### src/rtl/seven_seg_scan_ctrl_pkg.sv
`default_nettype none
// ============================================================================
//  Module   : seven_seg_pkg
//  Purpose  : Shared constants and state encoding for the seven-segment
//             scan controller.
//  Revision : 1.0  initial release
// ============================================================================
package seven_seg_pkg;

   // Width of one hex digit.
   localparam int NIBBLE_W = 4;

   // All segments and the decimal point dark (outputs are active-low).
   localparam logic [7:0] SEG_OFF = 8'hFF;

   // Digit-slot phases: anti-ghosting blank interval, then the lit digit.
   typedef enum logic [0:0] {
      S_BLANK = 1'b0,
      S_SHOW  = 1'b1
   } scan_state_t;

endpackage : seven_seg_pkg
`default_nettype wire

### src/rtl/seven_seg_scan_ctrl_lut.sv
`default_nettype none
// ============================================================================
//  Module   : SEVEN_SEGMENT_LUT
//  Purpose  : Hex nibble to seven-segment pattern, active-low,
//             bit order {a,b,c,d,e,f,g,dp}; dp is always returned dark.
//  Revision : 1.0  initial release
// ============================================================================
module SEVEN_SEGMENT_LUT
   import seven_seg_pkg::*;
(
   input  logic [NIBBLE_W-1:0] nibble,
   output logic [7:0]          seg
);

   // Pure lookup; patterns written active-high then inverted for the pins.
   always_comb begin
      seg = SEG_OFF;
      case (nibble)
         4'h0:    seg = ~8'b1111_1100;
         4'h1:    seg = ~8'b0110_0000;
         4'h2:    seg = ~8'b1101_1010;
         4'h3:    seg = ~8'b1111_0010;
         4'h4:    seg = ~8'b0110_0110;
         4'h5:    seg = ~8'b1011_0110;
         4'h6:    seg = ~8'b1011_1110;
         4'h7:    seg = ~8'b1110_0000;
         4'h8:    seg = ~8'b1111_1110;
         4'h9:    seg = ~8'b1111_0110;
         4'hA:    seg = ~8'b1110_1110;
         4'hB:    seg = ~8'b0011_1110;
         4'hC:    seg = ~8'b1001_1100;
         4'hD:    seg = ~8'b0111_1010;
         4'hE:    seg = ~8'b1001_1110;
         4'hF:    seg = ~8'b1000_1110;
         default: seg = SEG_OFF;
      endcase
   end

endmodule : SEVEN_SEGMENT_LUT
`default_nettype wire

### src/rtl/seven_seg_scan_ctrl.sv
`default_nettype none
// ============================================================================
//  Module   : seven_seg_scan_ctrl
//  Purpose  : Time-multiplexed scan controller for a common-enable
//             seven-segment display with double-buffered value.
//  Options  : define LEADING_ZERO_BLANK_EN to blank leading zero digits.
//  Revision : 1.0  initial release
// ============================================================================
module seven_seg_scan_ctrl
   import seven_seg_pkg::*;
#(
   parameter int NUM_DIGITS = 3,
   parameter int SCAN_DIV   = 12000,
   parameter int BLANK_CYC  = 64
) (
   input  logic                           iCLK,
   input  logic                           iRST_N,
   input  logic                           iEN,
   input  logic [NIBBLE_W*NUM_DIGITS-1:0] iVALUE,
   input  logic [NUM_DIGITS-1:0]          iDP,
   input  logic                           iLOAD,
   output logic                           oPENDING,
   output logic                           oFRAME,
   output logic [7:0]                     oSEG,
   output logic [NUM_DIGITS-1:0]          oEN
);

   localparam int CNT_W = $clog2(SCAN_DIV);
   localparam int IDX_W = (NUM_DIGITS > 2) ? $clog2(NUM_DIGITS) : 1;
   localparam int VAL_W = NIBBLE_W * NUM_DIGITS;

   localparam logic [CNT_W-1:0]      CNT_LAST   = CNT_W'(SCAN_DIV - 1);
   localparam logic [CNT_W-1:0]      BLANK_LAST = CNT_W'(BLANK_CYC - 1);
   localparam logic [IDX_W-1:0]      IDX_LAST   = IDX_W'(NUM_DIGITS - 1);
   localparam logic [NUM_DIGITS-1:0] EN_OFF     = '1;
   localparam logic [NUM_DIGITS-1:0] EN_ONE     = NUM_DIGITS'(1);

   scan_state_t           state, state_nxt;
   logic [CNT_W-1:0]      cnt, cnt_nxt;
   logic [IDX_W-1:0]      idx, idx_nxt;

   logic [VAL_W-1:0]      shadow_val, shadow_val_nxt, active_val, active_val_nxt;
   logic [NUM_DIGITS-1:0] shadow_dp, shadow_dp_nxt, active_dp, active_dp_nxt;
   logic                  pending_nxt;

   logic                  slot_start, frame_start;
   logic [NIBBLE_W-1:0]   lut_nibble;
   logic [7:0]            lut_seg, seg_nxt;
   logic [NUM_DIGITS-1:0] en_nxt, lz_blank;
   logic                  digit_blank;

   // Scan position registers: phase, cycle-in-slot and digit index.
   always_ff @(posedge iCLK or negedge iRST_N) begin
      if (!iRST_N) begin
         state <= S_BLANK;
         cnt   <= '0;
         idx   <= '0;
      end else begin
         state <= state_nxt;
         cnt   <= cnt_nxt;
         idx   <= idx_nxt;
      end
   end

   // Next scan position; disabling parks the scanner at the start of a frame.
   always_comb begin
      state_nxt = state;
      cnt_nxt   = cnt;
      idx_nxt   = idx;
      if (!iEN) begin
         state_nxt = S_BLANK;
         cnt_nxt   = '0;
         idx_nxt   = '0;
      end else begin
         cnt_nxt = (cnt == CNT_LAST) ? '0 : cnt + CNT_W'(1);
         case (state)
            S_BLANK: if (cnt == BLANK_LAST) state_nxt = S_SHOW;
            S_SHOW: begin
               if (cnt == CNT_LAST) begin
                  state_nxt = S_BLANK;
                  idx_nxt   = (idx == IDX_LAST) ? '0 : idx + IDX_W'(1);
               end
            end
            default: state_nxt = S_BLANK;
         endcase
      end
   end

   // Shadow/active buffering; a load on the commit cycle bypasses the shadow.
   always_comb begin
      slot_start     = iEN && (cnt == '0);
      frame_start    = slot_start && (idx == '0);
      shadow_val_nxt = shadow_val;
      shadow_dp_nxt  = shadow_dp;
      active_val_nxt = active_val;
      active_dp_nxt  = active_dp;
      pending_nxt    = oPENDING;
      if (frame_start && iLOAD) begin
         active_val_nxt = iVALUE;
         active_dp_nxt  = iDP;
         pending_nxt    = 1'b0;
      end else begin
         if (frame_start && oPENDING) begin
            active_val_nxt = shadow_val;
            active_dp_nxt  = shadow_dp;
            pending_nxt    = 1'b0;
         end
         if (iLOAD) begin
            shadow_val_nxt = iVALUE;
            shadow_dp_nxt  = iDP;
            pending_nxt    = 1'b1;
         end
      end
   end

`ifdef LEADING_ZERO_BLANK_EN
   // Blank every digit whose nibble and all higher nibbles are zero; digit 0 never.
   always_comb begin : lz_scan
      logic zero_run;
      zero_run = 1'b1;
      lz_blank = '0;
      for (int d = NUM_DIGITS - 1; d > 0; d--) begin
         zero_run    = zero_run && (active_val_nxt[d*NIBBLE_W +: NIBBLE_W] == '0);
         lz_blank[d] = zero_run;
      end
   end
`else
   // Every digit is always shown.
   always_comb lz_blank = '0;
`endif

   // Lookup uses the post-commit value so a new frame shows fresh data at once.
   always_comb begin
      lut_nibble  = active_val_nxt[NIBBLE_W*int'(idx) +: NIBBLE_W];
      digit_blank = lz_blank[idx];
   end

   SEVEN_SEGMENT_LUT u_lut (
      .nibble (lut_nibble),
      .seg    (lut_seg)
   );

   // Output pattern: segment bits latched once per slot, enables follow the phase.
   always_comb begin
      seg_nxt = oSEG;
      en_nxt  = EN_OFF;
      if (!iEN) begin
         seg_nxt = SEG_OFF;
      end else begin
         if (slot_start) begin
            seg_nxt = {lut_seg[7:1] | {7{digit_blank}},
                       lut_seg[0] & ~active_dp_nxt[idx]};
         end
         if (state == S_SHOW) en_nxt = ~(EN_ONE << idx);
      end
   end

   // Data buffers and registered display outputs.
   always_ff @(posedge iCLK or negedge iRST_N) begin
      if (!iRST_N) begin
         shadow_val <= '0;
         shadow_dp  <= '0;
         active_val <= '0;
         active_dp  <= '0;
         oPENDING   <= 1'b0;
         oFRAME     <= 1'b0;
         oSEG       <= SEG_OFF;
         oEN        <= EN_OFF;
      end else begin
         shadow_val <= shadow_val_nxt;
         shadow_dp  <= shadow_dp_nxt;
         active_val <= active_val_nxt;
         active_dp  <= active_dp_nxt;
         oPENDING   <= pending_nxt;
         oFRAME     <= frame_start;
         oSEG       <= seg_nxt;
         oEN        <= en_nxt;
      end
   end

endmodule : seven_seg_scan_ctrl
`default_nettype wire

### config.mk
export PLATFORM = sky130hd
export DESIGN_NAME = seven_seg_scan_ctrl
export DESIGN_NICKNAME = d
export VERILOG_FILES = /design/src/rtl/seven_seg_scan_ctrl_pkg.sv /design/src/rtl/seven_seg_scan_ctrl_lut.sv /design/src/rtl/seven_seg_scan_ctrl.sv
export SDC_FILE = /design/constraint.sdc
export NUM_CORES = 1
export LEC_CHECK = 0
export ABC_AREA = 1
export BUFFER_PORTS_ARGS = -buffer_cell sky130_fd_sc_hd__buf_4
export CORE_MARGIN = 5
export CORE_UTILIZATION = 40
export CTS_BUF_LIST = sky130_fd_sc_hd__clkbuf_4
export CTS_CLUSTER_SIZE = 16
export DETAILED_ROUTE_END_ITERATION = 8
export PLACE_DENSITY_LB_ADDON = 0.05
export SLEW_MARGIN = 20
export SYNTH_ARGS = -nofsm -noshare
export SYNTH_HDL_FRONTEND = slang
export SYNTH_SLANG_ARGS = --single-unit
### constraint.sdc
create_clock -name iCLK -period 2.8 [get_ports iCLK]
set_clock_uncertainty 0.15 [all_clocks]
set_input_delay 0.28 -clock iCLK [delete_from_list [all_inputs] [get_ports iCLK]]
set_output_delay 0.28 -clock iCLK [all_outputs]
set_load 0.01 [all_outputs]
# Word-level counts from Yosys, hierarchy flattened
# Memory sizes are Yosys's and may differ from the RTL's.
# Index checks and enable logic that the tools add are counted.
# W data, S select, Z words.
op_classes:
  add_sub_neg: 2
  magnitude_cmp: 1
  n_eq_ne: 6
  shifts: 2
  muxes: 25
  n_bitwise: 6
  n_reduce_logical: 9
op_table:
  columns: ["operator", "count"]
  rows:
  - ["$mux W14", 2]
  - ["$mux W12", 2]
  - ["$mux W8", 2]
  - ["$add A14 B1 Y14 const B", 1]
  - ["$eq A14 B14 Y1 const B", 1]
  - ["$eq A14 B6 Y1 const B", 1]
  - ["$logic_not A14 Y1", 1]
  - ["$mux W3", 4]
  - ["$shiftx A12 B5 Y4", 1]
  - ["$mux W1", 8]
  - ["$mux W2", 4]
  - ["$or A7 B7 Y7", 1]
  - ["$ne A2 B1 Y1 const B", 3]
  - ["$bmux W1 S2", 2]
  - ["$logic_and A1 B1 Y1", 4]
  - ["$reduce_and A2 Y1", 2]
  - ["$lt A2 B3 Y1 const B", 1]
  - ["$not A1 Y1", 3]
  - ["$not A3 Y3", 1]
  - ["$reduce_bool A3 Y1", 1]
  - ["$shl A1 B2 Y3 const A", 1]
  - ["$add A2 B1 Y2 const B", 1]
  - ["$eq A2 B2 Y1 const B", 1]
  - ["$logic_not A2 Y1", 1]
  - ["2 further kinds", 2]
totals:
  regBits: 60
  romBits: 112
  input_bits: 19
  output_inout_bits: 13
  wordCells: 63
  n_memories: 1
memory_table:
  columns: ["memory", "depth", "width", "read_ports", "rd_clocked_by_memory_dff", "wr", "line", "text"]
  rows:
  - ["(name not given)", 16, 7, 1, 0, 0, "seven_seg_scan_ctrl_lut.sv:18", "case (nibble)"]

# Logic depth before layout (Yosys ltp)
logic_depth:
  word_depth: 12
  ltp_mapped: 19

# Modules after synthesis
# A second synthesis with hierarchy kept.
unflattened:
  cells_unflattened: 358
  area_unflattened_um2: 3154.3
modules_own_cells:
  columns: ["mod", "instances", "cells_each", "area_each_um2"]
  rows:
  - ["seven_seg_scan_ctrl", 1, 307, 2869.0]
  - ["SEVEN_SEGMENT_LUT", 1, 51, 285.3]

# Least setup slack after synthesis
# OpenSTA, ideal clock, no wires.
synth_timing:
  path_type: "register to register"
  from: "register cnt[0]"
  to: "register oSEG[7]"
  setup_ns: 0.067
  arrival_time_ns: 2.161
  required_time_ns: 2.583
  slack_ns: 0.422
  stages_incl_launch_ff: 18
  n_path_buf: 0
  synth_period_minus_slack_ns: 2.378
  path_cell_list: "dfrtp_1 > inv_1 > ha_1 > nand2_1 > nor2_1 > nand2_1 > nor2_4 > nand3_4 > clkinv_4 > nand2_1 > nand3_1 > nand3_1 > inv_1 > ha_1 > nand4_1 > a21oi_1 > nor2_1 > nor2_1"
synth_between:
  elab_chain_cells: 11
  elab_cells_between_ends: 13
  cone_classes: "eq/ne: 1; shift: 1; mux: 4; bitwise: 1; reduce/logical: 5; memory: 1"
synth_rtl:
  columns: ["item", "line", "text"]
  rows:
  - ["start, declared", "seven_seg_scan_ctrl.sv:39", "logic [CNT_W-1:0] cnt, cnt_nxt;"]
  - ["start signal, assigned", "seven_seg_scan_ctrl.sv:60", "cnt <= cnt_nxt;"]
  - ["$logic_not A14 Y1 (*)", "seven_seg_scan_ctrl.sv:91", "slot_start = iEN && (cnt == '0);"]
  - ["$logic_and A1 B1 Y1 (*)", "seven_seg_scan_ctrl.sv:91", null]
  - ["$logic_and A1 B1 Y1", "seven_seg_scan_ctrl.sv:92", "frame_start = slot_start && (idx == '0);"]
  - ["$logic_and A1 B1 Y1", "seven_seg_scan_ctrl.sv:103", "if (frame_start && oPENDING) begin"]
  - ["$mux W12", "seven_seg_scan_ctrl.sv:103", null]
  - ["$mux W12", "seven_seg_scan_ctrl.sv:98", "if (frame_start && iLOAD) begin"]
  - ["$shiftx A12 B5 Y4", "seven_seg_scan_ctrl.sv:134", "lut_nibble = active_val_nxt[NIBBLE_W*int'(idx) +: NIBBLE_W];"]
  - ["$mem_v2 Z16 W7", null, null]
  - ["$or A7 B7 Y7", "seven_seg_scan_ctrl.sv:151", "seg_nxt = {lut_seg[7:1] | {7{digit_blank}},"]
  - ["$mux W8", "seven_seg_scan_ctrl.sv:150", "if (slot_start) begin"]
  - ["$mux W8", "seven_seg_scan_ctrl.sv:147", "if (!iEN) begin"]
  - ["end signal, assigned", "seven_seg_scan_ctrl.sv:176", "oSEG <= seg_nxt;"]
  - ["end, declared", "seven_seg_scan_ctrl.sv:24", "output logic [7:0] oSEG,"]
# Every way passes the cells marked *; elsewhere a longest branch is shown, timed or not. The select of a mux whose other input is x is not followed.
# A chain may end at the register's enable or synchronous reset.

# Worst setup path after layout
layout_timing:
  from: "register cnt[0]"
  to: "register oSEG[4]"
# The elaborated chain is that of the path after synthesis.

==> reports/summary.txt <==
status = finished, final reports clean
worst rel slew slack = 0.4758
Synth Area per Inst = 8.312 µm²
FP Rows = 33
Die ar. = 10,330 µm²
cts bufs inserted = 9
vias = 2,864
first-pass GRT wire length = 13.37 mm
Max Freq = 386.3 MHz
Worst Path Max Fanout = 5
drt drc = 0
leading cell types in the layout, fill and taps excluded = nand2_1, dfrtp_1, buf_4
Worst Path Required = 3010 ps
Final min period = 2589 ps
Power Density = 628.8 nW/µm²
worst flop-to-flop path endpoint = oSEG[4]
Worst setup SP type = flip-flop
Post-DP HPWL = 5.906 mm
CTS tree = done
Core ar. = 8217 µm²
register area share after synthesis = 0.4512
hold path depth = 3
WL/cell = 13.97 µm
R2R Path Start = cnt[0]
R2R Setup Slk = 210 ps
post-synth top area cell = dfrtp_1
vias in the first global route = 2,662
Area contributors post-synth = dfrtp_1, nand2_1, dfstp_2
dpl cell area = 3746 µm²
total wire length = 8.160 mm
Die H = 101.6 µm
setup violators final = 0
Post-Synthesis Cells = 404
gp weighted congestion = 0.8464
Synth async-reset ratio = 1.000
IO Pins = 32
CP max stage delay = 420 ps
Main synth FF type = dfrtp_1
initial antenna violation count = 0
Leak = 2.067 nW
slowest cell on the critical path = dfrtp_1
number of flops mapped to enable cells by yosys = 0
worst slew pin tran = 786.4 ps
Seq cells post-synth = 60
diode count = 0
worst reg-to-reg path cell count = 19
max-slew violations = 0
most common cell after layout, fill and taps aside = nand2_1
Final Non-Filler Cells = 584
Synthesis Warnings = 0
hold path endpoint = shadow_val[8]
Net Count, Synth = 431
initial core utilization = 0.4087
Max Buffers Root-to-Sink = 2
drt pass-1 iters = 4
final net count = 501
Clk Latency, worst-skew pair = 400 ps
Design Area, Final = 4213 µm²
Max Cap Viol = 0
worst hold start = iVALUE[8]
CP most frequent cell = nand2_1
Final Hold Violating Endpoints = 0
Netlist cell types = 36
worst hold path type = in2reg
layout cells sized above 1 = 0.2860
largest net degree at the start of global routing = 61
Cell Chain, Critical Path = inv_1 -> ha_1 -> nand2_1 -> nor2_1 -> nand2_1 -> nor2_4 -> nand3_4 -> buf_12 -> nand3_1 -> nand3_2 -> nand3_2 -> buf_4 -> ha_2 -> nand4_1 -> nand2_1 -> nand2_1 -> nand3_1 -> nand2_1 -> inv_1
CP endpoint kind = flip-flop
clock sink count = 60
placed cells = 542
First DRT Iteration DRCs = 132
Via-to-Cell Ratio = 4.904
Die Span X = 101.6 µm
htree depth = 3
gr usage total = 0.1664
Synth top area share = 0.3651
post-route ant nets = 0
Worst-path clk slew = 100 ps
GR Overflow Total = 0
fin crit share = 0.9246
Worst VDD drop = 0.2609 mV
Mapped Area = 3358 µm²
Crit Path Class = reg2reg
port buffer count = 31
worst hold slack = 20.50 ps
crit path DAT = 2800 ps
CTS root buffer = clkbuf_4
area delta synth->final = 25.45%
worst max-delay path: cells and delay by family (launching register included):
| kind | cells | cell delay [ps] |
|---|---|---|
| flops | 1 | 420 |
| fa+ha+maj | 2 | 330 |
| simple gates | 13 | 1240 |
| buf+inv | 4 | 420 |
registers in the layout (all words and copies together), names as in the netlist:
name,count
cnt,14
active_val,12
shadow_val,12
oSEG,8
active_dp,3
oEN,3
shadow_dp,3
idx,2
oFRAME,1
oPENDING,1
state,1
stage by stage:
stage,setup TNS [ps],power [mW],util,worst slack [ps]
after floorplan,0,1.593,-,421.6
after global placement,0,1.822,0.4559,185.6
after detailed placement,0,1.831,0.4559,152.2
after CTS,0,2.634,0.4934,146.3
after global routing,-13.79,2.828,0.5127,-10.46
final,0,2.649,0.5127,211.1
area by class of cell:
cell class,instances,area [µm²]
inverters,56,219.0
well taps,105,131.4
repair inverters,1,6.256
clock inverters,6,102.6
multi-input cells,281,1623
flip-flops and latches,60,1515
fillers,820,4004
clock buffers,10,75.07
repair buffers,65,540.5
what timing repair did:
action / CTS / global route
setup buffers: 0 / 12
gates resized for setup: 0 / 16
hold buffers: 13 / 0
hold endpoints to repair: 62 / 0
endpoints found under the setup margin: 0 / 6
logic make-up after synthesis:
kind of cell,Yosys count,synth area share
fa+ha+maj,8,0.02981
flops,60,0.4512
simple gates,225,0.3603
buf+inv,63,0.07749
compound gates,46,0.07452
mux,2,0.006706
power breakdown:
| part | internal [mW] | leakage (nW) | switching, mW |
|---|---|---|---|
| Sequential | 1.03 | 0.734 | 0.0610 |
| Combinational | 0.325 | 1.24 | 0.453 |
| Clock | 0.455 | 0.0955 | 0.328 |
metal layers:
metal / routed length (µm) / vias up / global-route usage
li1: - / 1459 / -
met2: 3879 / 36 / 0.2641
met3: 228 / 12 / 0.02479
met5: 0 / - / 0
met1: 3922 / 1357 / 0.2303
met4: 129 / 0 / 0.06135
worst max path at each step:
stage / startpoint / endpoint / cells after the start
after floorplan: cnt[0] / oSEG[7] / 17
after global placement: cnt[0] / oSEG[7] / 17
after CTS: cnt[0] / oSEG[4] / 18
after global routing: cnt[0] / oSEG[4] / 19
after detailed placement: cnt[0] / oSEG[4] / 18
final: cnt[0] / oSEG[4] / 19
synth_stat cells (4+ instances only):
library cell / count
inv_2: 12
nor2_1: 36
o21ai_0: 23
dfrtp_1: 49
nor3_1: 5
nor2_4: 6
nand3_2: 4
ha_1: 8
nand4_1: 15
nand3_1: 37
inv_1: 41
and2_1: 8
nand2_2: 6
a21oi_1: 12
dfstp_2: 11
nand2_1: 92
nand3_4: 7
Power figures use the tool's default switching activity.
